[config.mk]
export PLATFORM = sky130hd
export DESIGN_NAME = sort_engine_ctrl_flat
export DESIGN_NICKNAME = d
export VERILOG_FILES = /design/src/rtl/sort_engine_ctrl_if.sv /design/src/rtl/sort_engine_ctrl.sv /design/src/flat_wrapper.sv
export SDC_FILE = /design/constraint.sdc
export NUM_CORES = 1
export LEC_CHECK = 0
export ABC_AREA = 0
export BUFFER_PORTS_ARGS = -buffer_cell sky130_fd_sc_hd__buf_2
export CORE_ASPECT_RATIO = 1.5
export CORE_MARGIN = 3
export CORE_UTILIZATION = 48
export DETAILED_ROUTE_END_ITERATION = 12
export HOLD_SLACK_MARGIN = 0.03
export PLACE_DENSITY = 0.83
export REMOVE_ABC_BUFFERS = 1
export SYNTH_ARGS = -nofsm -noshare
export SYNTH_HDL_FRONTEND = slang
export SYNTH_SLANG_ARGS = --single-unit
[constraint.sdc]
create_clock -name clk -period 2.1 [get_ports clk]
set_input_delay 0.105 -clock clk [delete_from_list [all_inputs] [get_ports clk]]
set_output_delay 0.105 -clock clk [all_outputs]
set_load 0.1 [all_outputs]
[src/rtl/sort_engine_ctrl_if.sv]
// Stream interface for sort_engine_ctrl.
//   in_valid/in_data/in_ready       : upstream element stream (unsorted)
//   out_valid/out_data/out_idx/
//   out_last/out_ready              : downstream stream (sorted, largest first)
// slave  : controller side (accepts input, produces output)
// master : environment side (produces input, accepts output)
interface sort_engine_ctrl_if #(
  parameter int DATA_WIDTH       = 8,
  parameter int LOG2_ELEMENT_NUM = 3
);
  logic                        in_valid;
  logic [DATA_WIDTH-1:0]       in_data;
  logic                        in_ready;
  logic                        out_valid;
  logic [DATA_WIDTH-1:0]       out_data;
  logic [LOG2_ELEMENT_NUM-1:0] out_idx;
  logic                        out_last;
  logic                        out_ready;

  modport slave (
    input  in_valid, in_data, out_ready,
    output in_ready, out_valid, out_data, out_idx, out_last
  );

  modport master (
    output in_valid, in_data, out_ready,
    input  in_ready, out_valid, out_data, out_idx, out_last
  );
endinterface

[src/rtl/sort_engine_ctrl.sv]
// Sequencer for the comparison-free sorting engine.
// Loads ELEMENT_NUM elements from the input stream, presents them flat on
// se_um_data, pulses se_flag for ELEMENT_NUM cycles while recording the
// engine's largest-element address each cycle, then streams the elements
// out in that order.
// Ports:
//   clk, rst    : clock, asynchronous active-high reset
//   bus         : input/output streams (sort_engine_ctrl_if.slave)
//   busy        : high while sorting or draining
//   se_flag     : registered flag to the engine
//   se_um_data  : element i at bits [(i+1)*DATA_WIDTH-1 : i*DATA_WIDTH]
//   se_le_addr  : engine's current largest-element address
module sort_engine_ctrl #(
  parameter int ELEMENT_NUM      = 8,
  parameter int DATA_WIDTH       = 8,
  parameter int LOG2_ELEMENT_NUM = 3
) (
  input  logic                              clk,
  input  logic                              rst,
  sort_engine_ctrl_if.slave                 bus,
  output logic                              busy,
  output logic                              se_flag,
  output logic [ELEMENT_NUM*DATA_WIDTH-1:0] se_um_data,
  input  logic [LOG2_ELEMENT_NUM-1:0]       se_le_addr
);

  localparam logic [LOG2_ELEMENT_NUM-1:0] CNT_LAST = LOG2_ELEMENT_NUM'(ELEMENT_NUM - 1);

  typedef enum logic [1:0] {
    S_LOAD,
    S_SORT,
    S_DRAIN
  } state_t;

  state_t                      state_q, state_d;
  logic [LOG2_ELEMENT_NUM-1:0] wr_cnt_q, wr_cnt_d;
  logic [LOG2_ELEMENT_NUM-1:0] sort_cnt_q, sort_cnt_d;
  logic [LOG2_ELEMENT_NUM-1:0] rd_cnt_q, rd_cnt_d;
  logic                        se_flag_q, se_flag_d;

  // Data registers carry no reset; their contents are only observed after
  // a full load.
  logic [DATA_WIDTH-1:0]       elem_q [ELEMENT_NUM];
  logic [DATA_WIDTH-1:0]       elem_d [ELEMENT_NUM];
  logic [LOG2_ELEMENT_NUM-1:0] idx_q  [ELEMENT_NUM];
  logic [LOG2_ELEMENT_NUM-1:0] idx_d  [ELEMENT_NUM];

  always_comb begin
    state_d    = state_q;
    wr_cnt_d   = wr_cnt_q;
    sort_cnt_d = sort_cnt_q;
    rd_cnt_d   = rd_cnt_q;
    se_flag_d  = se_flag_q;
    elem_d     = elem_q;
    idx_d      = idx_q;

    case (state_q)
      S_LOAD: begin
        // in_ready is constantly high here, so in_valid alone is the handshake.
        if (bus.in_valid) begin
          elem_d[wr_cnt_q] = bus.in_data;
          if (wr_cnt_q == CNT_LAST) begin
            wr_cnt_d  = '0;
            se_flag_d = 1'b1;
            state_d   = S_SORT;
          end else begin
            wr_cnt_d = wr_cnt_q + 1'b1;
          end
        end
      end

      S_SORT: begin
        // The engine retires one address per flag-high cycle, largest first.
        idx_d[sort_cnt_q] = se_le_addr;
        if (sort_cnt_q == CNT_LAST) begin
          sort_cnt_d = '0;
          se_flag_d  = 1'b0;
          state_d    = S_DRAIN;
        end else begin
          sort_cnt_d = sort_cnt_q + 1'b1;
        end
      end

      S_DRAIN: begin
        if (bus.out_ready) begin
          if (rd_cnt_q == CNT_LAST) begin
            rd_cnt_d = '0;
            state_d  = S_LOAD;
          end else begin
            rd_cnt_d = rd_cnt_q + 1'b1;
          end
        end
      end

      default: state_d = S_LOAD;
    endcase
  end

  always_ff @(posedge clk or posedge rst) begin
    if (rst) begin
      state_q    <= S_LOAD;
      wr_cnt_q   <= '0;
      sort_cnt_q <= '0;
      rd_cnt_q   <= '0;
      se_flag_q  <= 1'b0;
    end else begin
      state_q    <= state_d;
      wr_cnt_q   <= wr_cnt_d;
      sort_cnt_q <= sort_cnt_d;
      rd_cnt_q   <= rd_cnt_d;
      se_flag_q  <= se_flag_d;
    end
  end

  always_ff @(posedge clk) begin
    elem_q <= elem_d;
    idx_q  <= idx_d;
  end

  // Stream outputs decode directly from the state register so that an
  // asynchronous reset drops out_valid and raises in_ready immediately.
  always_comb begin
    bus.in_ready  = (state_q == S_LOAD);
    bus.out_valid = (state_q == S_DRAIN);
    bus.out_last  = (state_q == S_DRAIN) && (rd_cnt_q == CNT_LAST);
    bus.out_idx   = idx_q[rd_cnt_q];
    bus.out_data  = elem_q[idx_q[rd_cnt_q]];
    busy          = (state_q == S_SORT) || (state_q == S_DRAIN);
    se_flag       = se_flag_q;
  end

  always_comb begin
    se_um_data = '0;
    for (int unsigned i = 0; i < ELEMENT_NUM; i++) begin
      se_um_data[i*DATA_WIDTH +: DATA_WIDTH] = elem_q[i];
    end
  end

endmodule

[src/flat_wrapper.sv]
// flat-port wrapper written by rule: the top's interface ports become plain ports
module sort_engine_ctrl_flat 
#(
  parameter int ELEMENT_NUM      = 8,
  parameter int DATA_WIDTH       = 8,
  parameter int LOG2_ELEMENT_NUM = 3
)
  (clk, rst, busy, se_flag, se_um_data, se_le_addr, bus_in_valid, bus_in_data, bus_out_ready, bus_in_ready, bus_out_valid, bus_out_data, bus_out_idx, bus_out_last);
  sort_engine_ctrl_if #(.DATA_WIDTH(DATA_WIDTH), .LOG2_ELEMENT_NUM(LOG2_ELEMENT_NUM)) bus_i ();
  input  logic clk;
  input  logic rst;
  output logic busy;
  output logic se_flag;
  output logic [ELEMENT_NUM*DATA_WIDTH-1:0] se_um_data;
  input  logic [LOG2_ELEMENT_NUM-1:0] se_le_addr;
  input wire logic [$bits(bus_i.in_valid)-1:0] bus_in_valid;
  input wire logic [$bits(bus_i.in_data)-1:0] bus_in_data;
  input wire logic [$bits(bus_i.out_ready)-1:0] bus_out_ready;
  output wire logic [$bits(bus_i.in_ready)-1:0] bus_in_ready;
  output wire logic [$bits(bus_i.out_valid)-1:0] bus_out_valid;
  output wire logic [$bits(bus_i.out_data)-1:0] bus_out_data;
  output wire logic [$bits(bus_i.out_idx)-1:0] bus_out_idx;
  output wire logic [$bits(bus_i.out_last)-1:0] bus_out_last;
  assign bus_i.in_valid = bus_in_valid;
  assign bus_i.in_data = bus_in_data;
  assign bus_i.out_ready = bus_out_ready;
  assign bus_in_ready = bus_i.in_ready;
  assign bus_out_valid = bus_i.out_valid;
  assign bus_out_data = bus_i.out_data;
  assign bus_out_idx = bus_i.out_idx;
  assign bus_out_last = bus_i.out_last;
  sort_engine_ctrl #(.ELEMENT_NUM(ELEMENT_NUM), .DATA_WIDTH(DATA_WIDTH), .LOG2_ELEMENT_NUM(LOG2_ELEMENT_NUM)) u_core (.clk(clk), .rst(rst), .bus(bus_i), .busy(busy), .se_flag(se_flag), .se_um_data(se_um_data), .se_le_addr(se_le_addr));
endmodule
==> impl_metrics.ini, run 1 <==
[synthesis]
synth_flop_cell = edfxtp_1
ys.warnings.count = 0
yosysUniqueCellTypes = 33
syn-instance-count = 242
syn_area_per_cell_um2 = 17.3
seq_area_frac_synth_pct = 70.2
synthArstFlopShare_pct = 12.0
ys_seq_elements = 100
mappedNetlistArea_um2 = 4190
synth-edff-count = 88

[routing]
antenna_left = 0
wire_per_inst_um = 22.7
drc = 0
wirelength_mm = 11.4
vias = 2899
drt_pass1_iterations = 5
viasPerCell = 5.80
drt_iter0_drc = 373

[clocking]
clockBufferDepth = 2
numCtsBuffers = 9
cts_tree = done
clkSinkCount = 100
clk_pin_slew_worst_paths_ns = 0.06
clk_latency_ns = 0.34
htreeDepth = 3
cts-root-buf = clkbuf_16

[floorplan]
die_w_um = 82.3
ios = 95
initial_core_util_pct = 49.5
fp.dieH_um = 120
core-area_um2 = 8460
dieArea_um2 = 9920
rows = 41

[min_path]
min_from = se_le_addr[0]
hold_path_end = u_core.idx_q[18]$_DFFE_PP_
min_path_cells = 1
hp-class = input port to flip-flop

[final_layout]
syn2layout_area_growth_pct = 41.4
num_antenna_cells = 0
design_area_um2 = 5930
nets = 413
drive_above_1_share_pct = 47.1
finalNonFillerCells = 500

[setup_path]
cp_slowest_stage_delay_ns = 0.58
crit_required_ns = 2.00
r2r_cells = 5
crit_path_max_fanout = 6
cp_data_arrival_time_ns = 2.76
worst-path-buf-inv = 4
rr_startpoint = u_core.state_q[1]$_DFFE_PP0P_
rrSetupSlack_ns = 0.24
r2r_end = u_core.se_um_data[27]$_DFFE_PP_
path_cells = mux4_2 -> mux2i_4 -> buf_4 -> buf_12 -> buf_16 -> mux2i_1 -> a22o_1 -> a221oi_4 -> buf_12
startpoint = u_core.rd_cnt_q[0]$_DFFE_PP0P_
crit_type = flip-flop to output port
startpoint_type = flip-flop
setup.worst_path.end_class = output port
cp_common_cell = buf_12
crit_slowest_cell = mux4_2
crit_family = multiplexers

[global_routing]
grt_pass1_wl_mm = 16.5
grt_max_degree = 18
overflow = 0
antenna_found_initial = 0
grt_use_total_pct = 23.7
grt_pass1_vias = 2916

[sta]
worstMarginPinSlew_ns = 0.523
setup_ws_ns = -0.767
finalSetupViolCount = 11
hold_viol_final = 0
drv_slew = 0
fin_skew_ns = 0.00817
period_needed_ns = 2.87
relSlewSlack_pct = 65.4
period_share_pct = 137
rsz0062_at_grt = yes
fmax_mhz = 349
setup_tns_ns = -6.12

[outcome]
outcome = finished, violations left
violations = negative setup slack

[job]
maxCapViolCount = 0

[place]
place_area_um2 = 5090
numPlacedInstances = 460
globalplace.congestion = 0.761
post-place-ws_ns = -0.484
dp_hpwl_mm = 6.80
port_buffers = 94
==> cell families after synthesis <==
family                   share of synthesized area [%]
AND/OR/NAND/NOR                                   4.98
adder cells (fa/ha/maj)                           2.98
AO/OA/AOI/OAI                                     6.33
buffers and inverters                             2.12
flip-flops                                        70.2
multiplexers                                      13.4
==> layout make-up <==
type	instances	area (um^2)
fillers	505	2540
well taps	107	134
repair buffers	143	1160
inverters	6	25.0
clock inverters	7	123
clock buffers	9	225
multi-input cells	128	1320
flip-flops and latches	100	2940
==> how the worst max path moves through the flow <==
stage / end / depth (start not counted)
final: bus_out_data[7] / 9
after global routing: bus_out_data[7] / 9
after CTS: bus_out_data[3] / 9
after detailed placement: bus_out_data[6] / 5
after global placement: bus_out_data[6] / 5
after floorplan: bus_out_data[0] / 5
==> what timing repair did <==
action                                  in CTS  in global routing
gates resized for setup                     36                  6
endpoints found under the hold margin       56                  0
endpoints found under the setup margin      12                 14
buffers inserted                            13                  1
gates cloned                                 3                  0
hold buffers                                 7                  0
pin swaps                                    9                  4
==> worst reg2reg max path, delay by kind of cell, from the launching register on <==
kind | cells | cell delay, ns
adders and majority gates | 1 | 0.29
buffers and inverters | 2 | 0.34
and+or+nand+nor | 2 | 0.55
DFF | 1 | 0.38
==> cells in the final DEF (no fill, tap or decap), drive strengths merged <==
| cell | instances |
|---|---|
| mux2i | 35 |
| nand3 | 1 |
| ha | 10 |
| nand2b | 7 |
| clkinvlp | 1 |
| nor3 | 9 |
| dlygate4sd3 | 7 |
| nand3b | 1 |
| a21oi | 2 |
| o21ai | 4 |
| nor2 | 11 |
| and2 | 2 |
| o22ai | 1 |
| dfrtp | 12 |
| a22o | 8 |
| clkbuf | 10 |
| clkinv | 1 |
| nand2 | 12 |
| a21o | 3 |
| buf | 135 |
| a221oi | 8 |
| nor4 | 1 |
| a21boi | 2 |
| inv | 8 |
| mux4 | 6 |
| mux2 | 5 |
| bufinv | 3 |
| edfxtp | 88 |
==> sequential cells by signal, summed over array words and instances, names as in the netlist <==
| register | count |
|---|---|
| u_core.idx_q | 24 |
| u_core.wr_cnt_q | 3 |
| u_core.se_flag | 1 |
| u_core.sort_cnt_q | 3 |
| u_core.rd_cnt_q | 3 |
| u_core.se_um_data | 64 |
| u_core.state_q | 2 |
==> Yosys cell counts, types with 2 or more instances <==
cell	instances	area (um^2)
dfrtp_1	12	300
mux4_2	4	90.1
mux4_1	2	52.6
nand2_1	12	45.0
edfxtp_1	88	2640
buf_6	2	22.5
nor2_1	10	37.5
o21ai_0	3	15.0
nand2b_1	7	43.8
ha_1	10	125
a221oi_2	8	120
and2_1	2	12.5
a21oi_1	2	10.0
a22o_1	8	70.1
a21o_1	2	15.0
mux2_2	5	56.3
clkbuf_1	3	11.3
nor3_1	9	45.0
mux2i_1	34	340
a21boi_0	2	15.0
inv_1	5	18.8
==> metal layers <==
metal	global-route usage [%]	wire (um)	vias to the layer above
met3	6.56	647	43
met4	13.4	499	0
met5	0	0	-
met1	23.3	3830	1451
met2	42.6	6380	162
li1	-	-	1243
==> per-stage QoR <==
stage | utilization (%) | hold slack (ns)
after floorplan | - | -0.0303
after global placement | 60.1 | 0.141
after global routing | 70.0 | 0.0495
final | 70.0 | 0.0487
after CTS | 69.5 | 0.0312
after detailed placement | 60.1 | 0.149
Power of run 1 is left out: the tool's default activity adds up to more than one toggle a clock period on the data nets, which glitch-free logic cannot reach.
==> run 2, diff against run 1 <==
HOLD_SLACK_MARGIN = 0.12   (was 0.03)
==> impl_metrics.ini, run 2 (synthesis gave the netlist of run 1 again) <==
[outcome]
outcome = finished, violations left
violations = negative setup slack

[sta]
period_needed_ns = 2.80
hold_viol_final = 0
relSlewSlack_pct = 66.5
fin_skew_ns = 0.00899
period_share_pct = 133
finalSetupViolCount = 11
holdWs_ns = 0.189
setup_ws_ns = -0.700
fmax_mhz = 357
rsz0062_at_grt = yes
worstMarginPinSlew_ns = 0.502
setup_tns_ns = -5.65
drv_slew = 0

[global_routing]
grt_pass1_wl_mm = 16.2
overflow = 0
grt_max_degree = 18
antenna_found_initial = 0
grt_pass1_vias = 3000
grt_use_total_pct = 23.0

[job]
maxCapViolCount = 0

[routing]
viasPerCell = 5.58
antenna_left = 0
wirelength_mm = 10.9
vias = 2818
wire_per_inst_um = 21.6
drc = 0
drt_pass1_iterations = 4
drt_iter0_drc = 270

[floorplan]
dieArea_um2 = 9920
rows = 41
ios = 95
fp.dieH_um = 120
core-area_um2 = 8460
die_w_um = 82.3
initial_core_util_pct = 49.5

[final_layout]
nets = 418
layout_common_cells = edfxtp_1 (88), buf_2 (82), buf_4 (31)
num-fill-cells = 490
largest_register_ff_count = 64
finalNonFillerCells = 505
design_area_um2 = 5970
syn2layout_area_growth_pct = 42.4
num_antenna_cells = 0
drive_above_1_share_pct = 48.0
final_common_cell = edfxtp_1

[clocking]
clk_pin_slew_worst_paths_ns = 0.06
cts_tree = done
numCtsBuffers = 9
clockBufferDepth = 2
clk_latency_ns = 0.35
clkSinkCount = 100
cts-root-buf = clkbuf_16
htreeDepth = 3

[setup_path]
crit_path_max_fanout = 6
cp_common_cell = buf_12
r2r_cells = 5
crit_slowest_cell = mux4_2
startpoint_type = flip-flop
r2r_end = u_core.se_um_data[11]$_DFFE_PP_
path_cells = mux4_2 -> mux2i_4 -> buf_6 -> buf_8 -> buf_12 -> mux2i_1 -> a22o_1 -> a221oi_4 -> buf_12
cp_slowest_stage_delay_ns = 0.56
rr_startpoint = u_core.state_q[1]$_DFFE_PP0P_
cp_data_arrival_time_ns = 2.70
rrSetupSlack_ns = 0.21
crit_type = flip-flop to output port
setup.worst_path.end_class = output port
crit_required_ns = 2.00

[place]
dp_hpwl_mm = 6.80
globalplace.congestion = 0.761
place_area_um2 = 5090
port_buffers = 94
numPlacedInstances = 460

[min_path]
min_path_cells = 5
min_from = bus_out_ready
hp-class = input port to flip-flop
hold_path_end = u_core.state_q[1]$_DFFE_PP0P_
[run 2: cell types whose count changed in the layout (fill, tap and decap cells not counted)]
cell	delta
mux2i_2	+6
a21boi_1	-1
a21boi_2	+1
buf_6	+1
a21o_1	-1
dlygate4sd3_1	+5
mux2i_1	-4
a21o_2	+1
mux2i_4	-2
buf_12	-1
[run 2: worst max-delay path: cells and delay by family, from the launching register on]
family / cells / cell delay [ns]
flops: 1 / 0.45
mux: 3 / 0.83
compound gates: 2 / 0.44
buf+inv: 4 / 0.63
[run 2: per-layer routing]
metal  part of all wire (%)  up-vias  track usage (%)
met5                      0        -                0
li1                       -     1254                -
met3                    5.9       29             6.33
met4                    3.6        0             14.6
met1                     35     1402             23.2
met2                     56      133             40.1
[run 2: per-stage QoR]
stage / util (%) / setup slack (ns)
3_3_place_gp: 60.1 / -0.433
2_1_floorplan: - / -1.76
4_1_cts: 70.1 / -0.671
5_1_grt: 70.5 / -0.775
6_report: 70.5 / -0.700
3_5_place_dp: 60.1 / -0.484
[run 2: area by class of cell]
cell class | count | area (um^2) | share of cell area, %
tap | 107 | 134 | 2.24
clock buffer | 9 | 225 | 3.77
timing repair buffer | 148 | 1200 | 20.1
multi-input combinational | 128 | 1320 | 22.1
clock inverter | 7 | 123 | 2.05
inverter | 6 | 25.0 | 0.419
sequential | 100 | 2940 | 49.3
[run 2: worst max-delay path by stage]
stage	start	end	cells past startpoint
2_1_floorplan	u_core.rd_cnt_q[0]$_DFFE_PP0P_	bus_out_data[0]	5
3_3_place_gp	u_core.rd_cnt_q[0]$_DFFE_PP0P_	bus_out_data[6]	5
3_5_place_dp	u_core.rd_cnt_q[0]$_DFFE_PP0P_	bus_out_data[6]	5
4_1_cts	u_core.rd_cnt_q[0]$_DFFE_PP0P_	bus_out_data[3]	9
5_1_grt	u_core.rd_cnt_q[0]$_DFFE_PP0P_	bus_out_data[5]	9
6_report	u_core.rd_cnt_q[0]$_DFFE_PP0P_	bus_out_data[5]	9
[run 2: repair_timing]
action / CTS / global route
hold buffers: 12 / 0
setup endpoints to repair: 12 / 14
gates cloned: 3 / 0
buffers inserted: 13 / 2
pin swaps: 9 / 8
resized for setup: 36 / 11
endpoints found under the hold margin: 100 / 0
Power of run 2 is left out for the same reason.
